File: src/rtl/mac_fp_mult_pipe.sv
// mac_fp_mult_pipe: three-stage pipelined floating-point multiplier for the
// MAC datapath. Subnormal inputs and outputs are flushed to zero, and rounding
// is either round-to-nearest-even or truncation. A single global enable moves
// the whole pipeline forward. It is held only while an unconsumed result
// blocks the output.
//
// Ports:
//   clk_i        clock, rising edge
//   rst_i        synchronous active-high reset
//   in_valid_i   operand pair a_i/b_i valid
//   in_ready_o   pipeline accepts operands this cycle
//   a_i, b_i     operands, packed {sign, exp, mant}
//   out_valid_o  out_result_o/out_flags_o valid
//   out_ready_i  downstream accepts the result
//   out_result_o packed product
//   out_flags_o  {invalid, overflow, underflow, inexact}
module mac_fp_mult_pipe #(
   parameter int EXP_W     = 8,
   parameter int MANT_W    = 23,
   parameter int ROUND_RNE = 1
) (
   input  logic                  clk_i,
   input  logic                  rst_i,
   input  logic                  in_valid_i,
   output logic                  in_ready_o,
   input  logic [EXP_W+MANT_W:0] a_i,
   input  logic [EXP_W+MANT_W:0] b_i,
   output logic                  out_valid_o,
   input  logic                  out_ready_i,
   output logic [EXP_W+MANT_W:0] out_result_o,
   output logic [3:0]            out_flags_o
);

   localparam int W  = EXP_W + MANT_W + 1;
   localparam int PW = 2 * MANT_W + 2;
   localparam int SW = EXP_W + 3;   // signed working width for the result exponent
   localparam logic [EXP_W-1:0] EXP_ONES = {EXP_W{1'b1}};
   localparam logic [EXP_W-1:0] EXP_ZERO = {EXP_W{1'b0}};
   localparam logic [SW-1:0]    BIAS_SW  = SW'((2 ** (EXP_W - 1)) - 1);
   localparam logic [SW-1:0]    EMAX_SW  = SW'((2 ** EXP_W) - 1);
   localparam logic             RNE_EN   = (ROUND_RNE != 0);

   // Operand-pair class carried alongside the data
   localparam logic [1:0] CLS_NORM = 2'd0;
   localparam logic [1:0] CLS_ZERO = 2'd1;
   localparam logic [1:0] CLS_INF  = 2'd2;
   localparam logic [1:0] CLS_NAN  = 2'd3;

   logic              advance_s;
   logic [EXP_W-1:0]  ea_s, eb_s;
   logic [MANT_W-1:0] fa_s, fb_s;
   logic              a_zero_s, a_inf_s, a_nan_s, b_zero_s, b_inf_s, b_nan_s;

   logic              v1_d, v1_q, v2_q, v3_q;
   logic              sign1_d, sign1_q, sign2_q;
   logic [1:0]        cls1_d, cls1_q, cls2_q;
   logic [EXP_W+1:0]  esum1_d, esum1_q, esum2_q;
   logic [MANT_W:0]   ma1_d, mb1_d, ma1_q, mb1_q;
   logic [PW-1:0]     prod2_d, prod2_q;

   logic              norm_s, guard_s, sticky_s, round_up_s, carry_s, ovf_s, unf_s;
   logic [PW-2:0]     nprod_s;
   logic [MANT_W-1:0] frac_s, frac_r_s;
   logic [MANT_W+1:0] sig_r_s;
   logic [SW-1:0]     e_s;
   logic [W-1:0]      res_d, res_q;
   logic [3:0]        flags_d, flags_q;

   // The pipeline moves whenever the output slot is empty or being drained
   assign advance_s    = out_ready_i | ~v3_q;
   assign in_ready_o   = advance_s;
   assign out_valid_o  = v3_q;
   assign out_result_o = res_q;
   assign out_flags_o  = flags_q;

   // Stage 1: unpack and classify. A zero exponent is zero whatever the mantissa
   assign ea_s     = a_i[W-2:MANT_W];
   assign eb_s     = b_i[W-2:MANT_W];
   assign fa_s     = a_i[MANT_W-1:0];
   assign fb_s     = b_i[MANT_W-1:0];
   assign a_zero_s = (ea_s == EXP_ZERO);
   assign b_zero_s = (eb_s == EXP_ZERO);
   assign a_inf_s  = (ea_s == EXP_ONES) & (fa_s == {MANT_W{1'b0}});
   assign b_inf_s  = (eb_s == EXP_ONES) & (fb_s == {MANT_W{1'b0}});
   assign a_nan_s  = (ea_s == EXP_ONES) & (fa_s != {MANT_W{1'b0}});
   assign b_nan_s  = (eb_s == EXP_ONES) & (fb_s != {MANT_W{1'b0}});

   assign v1_d    = in_valid_i;
   assign sign1_d = a_i[W-1] ^ b_i[W-1];
   assign esum1_d = {2'b00, ea_s} + {2'b00, eb_s};
   assign ma1_d   = {1'b1, fa_s};
   assign mb1_d   = {1'b1, fb_s};

   // Collapse both operand classes into one class in result-priority order
   always_comb begin
      cls1_d = CLS_NORM;
      if (a_nan_s | b_nan_s | (a_inf_s & b_zero_s) | (b_inf_s & a_zero_s)) begin
         cls1_d = CLS_NAN;
      end else if (a_inf_s | b_inf_s) begin
         cls1_d = CLS_INF;
      end else if (a_zero_s | b_zero_s) begin
         cls1_d = CLS_ZERO;
      end else begin
         cls1_d = CLS_NORM;
      end
   end

   // Stage 2: full-width significand product
   assign prod2_d = PW'(ma1_q) * PW'(mb1_q);

   // Stage 3: normalise so the leading one sits just above the fraction, then round
   always_comb begin
      norm_s     = prod2_q[PW-1];
      nprod_s    = norm_s ? prod2_q[PW-2:0] : {prod2_q[PW-3:0], 1'b0};
      frac_s     = nprod_s[PW-2:MANT_W+1];
      guard_s    = nprod_s[MANT_W];
      sticky_s   = |nprod_s[MANT_W-1:0];
      round_up_s = RNE_EN & guard_s & (sticky_s | frac_s[0]);
      sig_r_s    = {2'b01, frac_s} + {{(MANT_W+1){1'b0}}, round_up_s};
      // A carry out of rounding leaves 10...0, so the fraction becomes all zero
      carry_s    = sig_r_s[MANT_W+1];
      frac_r_s   = carry_s ? sig_r_s[MANT_W:1] : sig_r_s[MANT_W-1:0];
      e_s        = {1'b0, esum2_q} - BIAS_SW + {{(SW-1){1'b0}}, norm_s}
                   + {{(SW-1){1'b0}}, carry_s};
      ovf_s      = ~e_s[SW-1] & (e_s >= EMAX_SW);
      unf_s      = e_s[SW-1] | (e_s == {SW{1'b0}});
   end

   // Result selection: specials first, then overflow, flush-to-zero, normal
   always_comb begin
      res_d   = {W{1'b0}};
      flags_d = 4'b0000;
      case (cls2_q)
         CLS_NAN: begin
            res_d   = {1'b0, EXP_ONES, 1'b1, {(MANT_W-1){1'b0}}};
            flags_d = 4'b1000;
         end
         CLS_INF: begin
            res_d   = {sign2_q, EXP_ONES, {MANT_W{1'b0}}};
            flags_d = 4'b0000;
         end
         CLS_ZERO: begin
            res_d   = {sign2_q, EXP_ZERO, {MANT_W{1'b0}}};
            flags_d = 4'b0000;
         end
         CLS_NORM: begin
            if (ovf_s) begin
               // Truncation never rounds up to infinity, so it saturates instead
               res_d   = RNE_EN ? {sign2_q, EXP_ONES, {MANT_W{1'b0}}}
                                : {sign2_q, {(EXP_W-1){1'b1}}, 1'b0, {MANT_W{1'b1}}};
               flags_d = 4'b0101;
            end else if (unf_s) begin
               res_d   = {sign2_q, EXP_ZERO, {MANT_W{1'b0}}};
               flags_d = 4'b0011;
            end else begin
               res_d   = {sign2_q, e_s[EXP_W-1:0], frac_r_s};
               flags_d = {3'b000, guard_s | sticky_s};
            end
         end
         default: begin
            res_d   = {W{1'b0}};
            flags_d = 4'b0000;
         end
      endcase
   end

   // Pipeline registers: all stages load together on advance, else hold
   always_ff @(posedge clk_i) begin
      if (rst_i) begin
         v1_q    <= 1'b0;
         v2_q    <= 1'b0;
         v3_q    <= 1'b0;
         sign1_q <= 1'b0;
         sign2_q <= 1'b0;
         cls1_q  <= CLS_ZERO;
         cls2_q  <= CLS_ZERO;
         esum1_q <= {(EXP_W+2){1'b0}};
         esum2_q <= {(EXP_W+2){1'b0}};
         ma1_q   <= {(MANT_W+1){1'b0}};
         mb1_q   <= {(MANT_W+1){1'b0}};
         prod2_q <= {PW{1'b0}};
         res_q   <= {W{1'b0}};
         flags_q <= 4'b0000;
      end else if (advance_s) begin
         v1_q    <= v1_d;
         sign1_q <= sign1_d;
         cls1_q  <= cls1_d;
         esum1_q <= esum1_d;
         ma1_q   <= ma1_d;
         mb1_q   <= mb1_d;
         v2_q    <= v1_q;
         sign2_q <= sign1_q;
         cls2_q  <= cls1_q;
         esum2_q <= esum1_q;
         prod2_q <= prod2_d;
         v3_q    <= v2_q;
         res_q   <= res_d;
         flags_q <= flags_d;
      end
   end

endmodule

File: config.mk
export PLATFORM = sky130hd
export DESIGN_NAME = mac_fp_mult_pipe
export DESIGN_NICKNAME = d
export VERILOG_FILES = /design/src/rtl/mac_fp_mult_pipe.sv
export SDC_FILE = /design/constraint.sdc
export NUM_CORES = 2
export LEC_CHECK = 0
export ABC_AREA = 1
export CAP_MARGIN = 20
export CORE_MARGIN = 10
export CORE_UTILIZATION = 65
export DETAILED_ROUTE_END_ITERATION = 8
export GPL_ROUTABILITY_DRIVEN = 1
export PLACE_DENSITY = 0.95
export SLEW_MARGIN = 20
export SYNTH_ARGS = -nofsm -noshare
export SYNTH_HDL_FRONTEND = slang
export SYNTH_SLANG_ARGS = --single-unit
File: constraint.sdc
create_clock -name clk_i -period 8.35 [get_ports clk_i]
set_input_delay 1.67 -clock clk_i [delete_from_list [all_inputs] [get_ports clk_i]]
set_output_delay 1.67 -clock clk_i [all_outputs]
set_load 0.01 [all_outputs]
==> flow_metrics.py <==
metrics = {
    "outcome": {
        "status": "finished, final reports clean",
    },
    "synth": {
        "synth-seq-area-share": 0.1130,
        "yosysWarningCount": 0,
        "ys_top_cells_by_area": "fa_1, inv_1, nand2_1",
        "synthCells": 3872,
        "syn_area_per_cell_um2": 7.230,
        "synth_cell_types": 46,
        "synth_seq_cells": 158,
        "syn_nets": 4614,
        "ys.flop_type": "dfxtp_1",
        "synth_top_area_cell": "fa_1",
        "synth_top_area_share": 0.3461,
        "synth_edf_count": 0,
        "ys_async_sr_fraction": 0,
        "syn_area_mm2": 0.02799,
    },
    "pwr": {
        "power.share.clock": 0.134,
        "powerDensity_mw_per_mm2": 212.1,
        "power_leakage_nw": 17.06,
        "switching_share": 0.5475,
        "peakVddDrop_mv": 0.2476,
        "combPwrFrac": 0.704,
        "netSwitchingPower_mw": 3.470,
        "p_seq_frac": 0.162,
        "p_int_mw": 2.868,
    },
    "clock_network": {
        "htree_levels": 4,
        "clockBufferDepth": 2,
        "clock_latency_ns": 0.51,
        "post_cts_buffers": 0,
        "cts_tree": "built",
        "cts_resized": 0,
        "numCtsBuffers": 17,
        "holdBufCountCts": 0,
        "cts_root_buffer": "clkbuf_16",
        "clk_pin_slew_worst_paths_ns": 0.08,
        "clock-sinks": 158,
    },
    "route": {
        "ant_nets": 0,
        "drtIter0Drc": 2554,
        "drc": 0,
        "post_drt_via_cell_ratio": 5.675,
        "routedWlPerCell_um": 18.01,
        "drt_pass1_iterations": 6,
        "wl_um": 79120,
        "dr_total_vias": 24929,
    },
    "setup_path": {
        "worstPathMaxFanout": 25,
        "r2r_end": "prod2_q[21]",
        "r2r_setup_slack_ns": 1.33,
        "cp.required_ns": 8.75,
        "crit_arrival_ns": 7.42,
        "cp-start-kind": "register",
        "path_class": "register to register",
        "ff2ff_path_depth": 24,
        "crit_path_end": "prod2_q[21]",
        "crit_start": "ma1_q[13]",
        "end_kind": "register",
        "worstReg2RegStart": "ma1_q[13]",
    },
    "die": {
        "num_rows": 75,
        "dieArea_mm2": 0.05177,
        "die_w_um": 227.5,
        "initial_core_util": 0.6629,
        "coreArea_mm2": 0.04223,
        "ios": 106,
        "dieHeight_um": 227.5,
    },
    "finish": {
        "antenna_cells": 0,
        "nets": 4583,
        "drive_gt1_frac": 0.03581,
        "multi_input_area_mm2": 0.02019,
        "n_fill_cell": 3111,
        "seqCellArea_mm2": 0.003169,
        "area_delta_synth_final_pct": 6.744,
    },
    "worst_hold_path": {
        "hp-class": "register to register",
        "hp-start": "out_result_o[0]",
        "worstHoldPathCells": 2,
    },
    "flow_run": {
        "drv_cap": 0,
    },
    "placed_design": {
        "numPortBuffers": 105,
        "pre_cts_slack_ns": 1.375,
        "dp_hpwl_um": 62670,
        "gp_congestion": 1.007,
    },
    "sta": {
        "tightest_slew_ns": 1.199,
        "final.min_clock_period_ns": 7.020,
        "tns_ns": 0,
        "fin_ws_ns": 1.330,
        "rsz0062_at_grt": "false",
        "hold_violations": 0,
        "setup_viol": 0,
        "fin_crit_sh": 0.8407,
        "skew_ns": 0.02007,
        "slew_headroom": 0.1999,
        "clock.fmax_mhz": 142.5,
        "slew_violations": 0,
    },
    "grt": {
        "track_usage": 0.3232,
        "grt_max_degree": 101,
        "grt_pass1_vias": 26586,
        "grt_overflow": 0,
        "grt_pass1_wl_um": 131600,
        "antenna_found_initial": 1,
    },
}
flip-flops by register name, indices dropped and copies added, names as in the netlist, 2 cells and up:
signal,flops
esum2_q,9
esum1_q,9
prod2_q,48
ma1_q,24
mb1_q,23
cls2_q,2
out_flags_o,4
out_result_o,32
cls1_q,2
power groups by stage:
| stage | clock [mW] | combinational [mW] | sequential, mW |
|---|---|---|---|
| 4_1_cts | 0.849 | 4.38 | 1.02 |
| 3_3_place_gp | 0 | 4.16 | 1.03 |
| 6_report | 0.848 | 4.46 | 1.03 |
| 5_1_grt | 0.879 | 4.98 | 1.03 |
| 3_5_place_dp | 0 | 4.32 | 1.03 |
| 2_1_floorplan | 0 | 3.09 | 0.934 |
stage by stage:
stage | hold slack, ns | instance area (um^2) | std cells | utilization | power [mW]
5_1_grt | 0.4824 | 29880 | 4393 | 0.7076 | 6.897
4_1_cts | 0.4656 | 29870 | 4393 | 0.7074 | 6.242
3_3_place_gp | 0.4533 | 29260 | 4361 | 0.6929 | 5.184
6_report | 0.4650 | 29880 | 4393 | 0.7076 | 6.338
3_5_place_dp | 0.4545 | 29260 | 4361 | 0.6929 | 5.357
2_1_floorplan | 0.4297 | 27990 | 3872 | - | 4.021
placed cells by master, fill, tap and decap left out, types with 6 or more instances in the layout:
cell,instances
a21oi_1,134
buf_4,48
clkbuf_16,17
clkdlybuf4s50_1,105
clkinv_8,6
dfxtp_1,153
fa_1,484
ha_1,190
inv_1,1004
inv_2,9
nand2_1,957
nand2_2,16
nand3_1,86
nand4_1,37
nor2_1,252
nor2_2,7
nor2_4,7
nor3_1,20
nor4_1,13
o21a_1,10
o21ai_0,170
o21ai_1,9
o21bai_1,32
xnor2_1,10
xor2_1,25
how the worst min path moves through the flow:
stage	slack, ns	end
2_1_floorplan	0.43	v2_q
3_3_place_gp	0.45	out_result_o[6]
3_5_place_dp	0.45	out_result_o[11]
4_1_cts	0.47	out_result_o[0]
5_1_grt	0.48	out_result_o[1]
6_report	0.46	out_result_o[0]
cell usage after synthesis, drive strengths merged, types with 20 or more instances:
cell,instances
nor3,20
o21ai,180
clkbuf,182
buf,21
nand2,973
nand3,88
ha,190
xor2,25
nand4,40
nor2,267
a21oi,134
dfxtp,158
fa,484
inv,1016
o21bai,32
routing by layer:
layer,track usage,wire (um),vias up
met3,0.07631,8001,439
met5,0,16,-
met2,0.5451,38280,1534
li1,-,-,11222
met1,0.3631,27540,11732
met4,0.2092,5283,2
layout make-up:
class / count / share of cell area
multi-input cells: 2495 / 0.6758
inverters: 1016 / 0.1278
flip-flops and latches: 158 / 0.1061
repair buffers: 153 / 0.04723
well taps: 539 / 0.02257
clock buffers: 17 / 0.01424
clock inverters: 15 / 0.006281
worst max-delay path, stage by stage (launching register included):
cell and delay, ns:
dfxtp_1 1.06, nand2_1 0.20, fa_1 0.57, inv_1 0.05
fa_1 0.47, inv_1 0.05, fa_1 0.56, inv_1 0.06
fa_1 0.51, inv_1 0.06, fa_1 0.53, inv_1 0.05
fa_1 0.47, inv_1 0.05, fa_1 0.48, inv_1 0.05
ha_1 0.32, a21oi_1 0.24, o21ai_0 0.20, a21oi_1 0.25
nand2_1 0.17, a21oi_1 0.22, xnor2_1 0.12, o21bai_1 0.14
inv_1 0.05
cells by family after synthesis:
kind of cell | Yosys count | share of synthesized area
AOI/OAI and AO/OA | 372 | 0.07214
xor gates and xnor gates | 35 | 0.01095
adders and majority gates | 674 | 0.4310
buffers and inverters | 1219 | 0.1660
DFF | 158 | 0.1130
and+or+nand+nor | 1414 | 0.2069
Power figures use the tool's default switching activity.
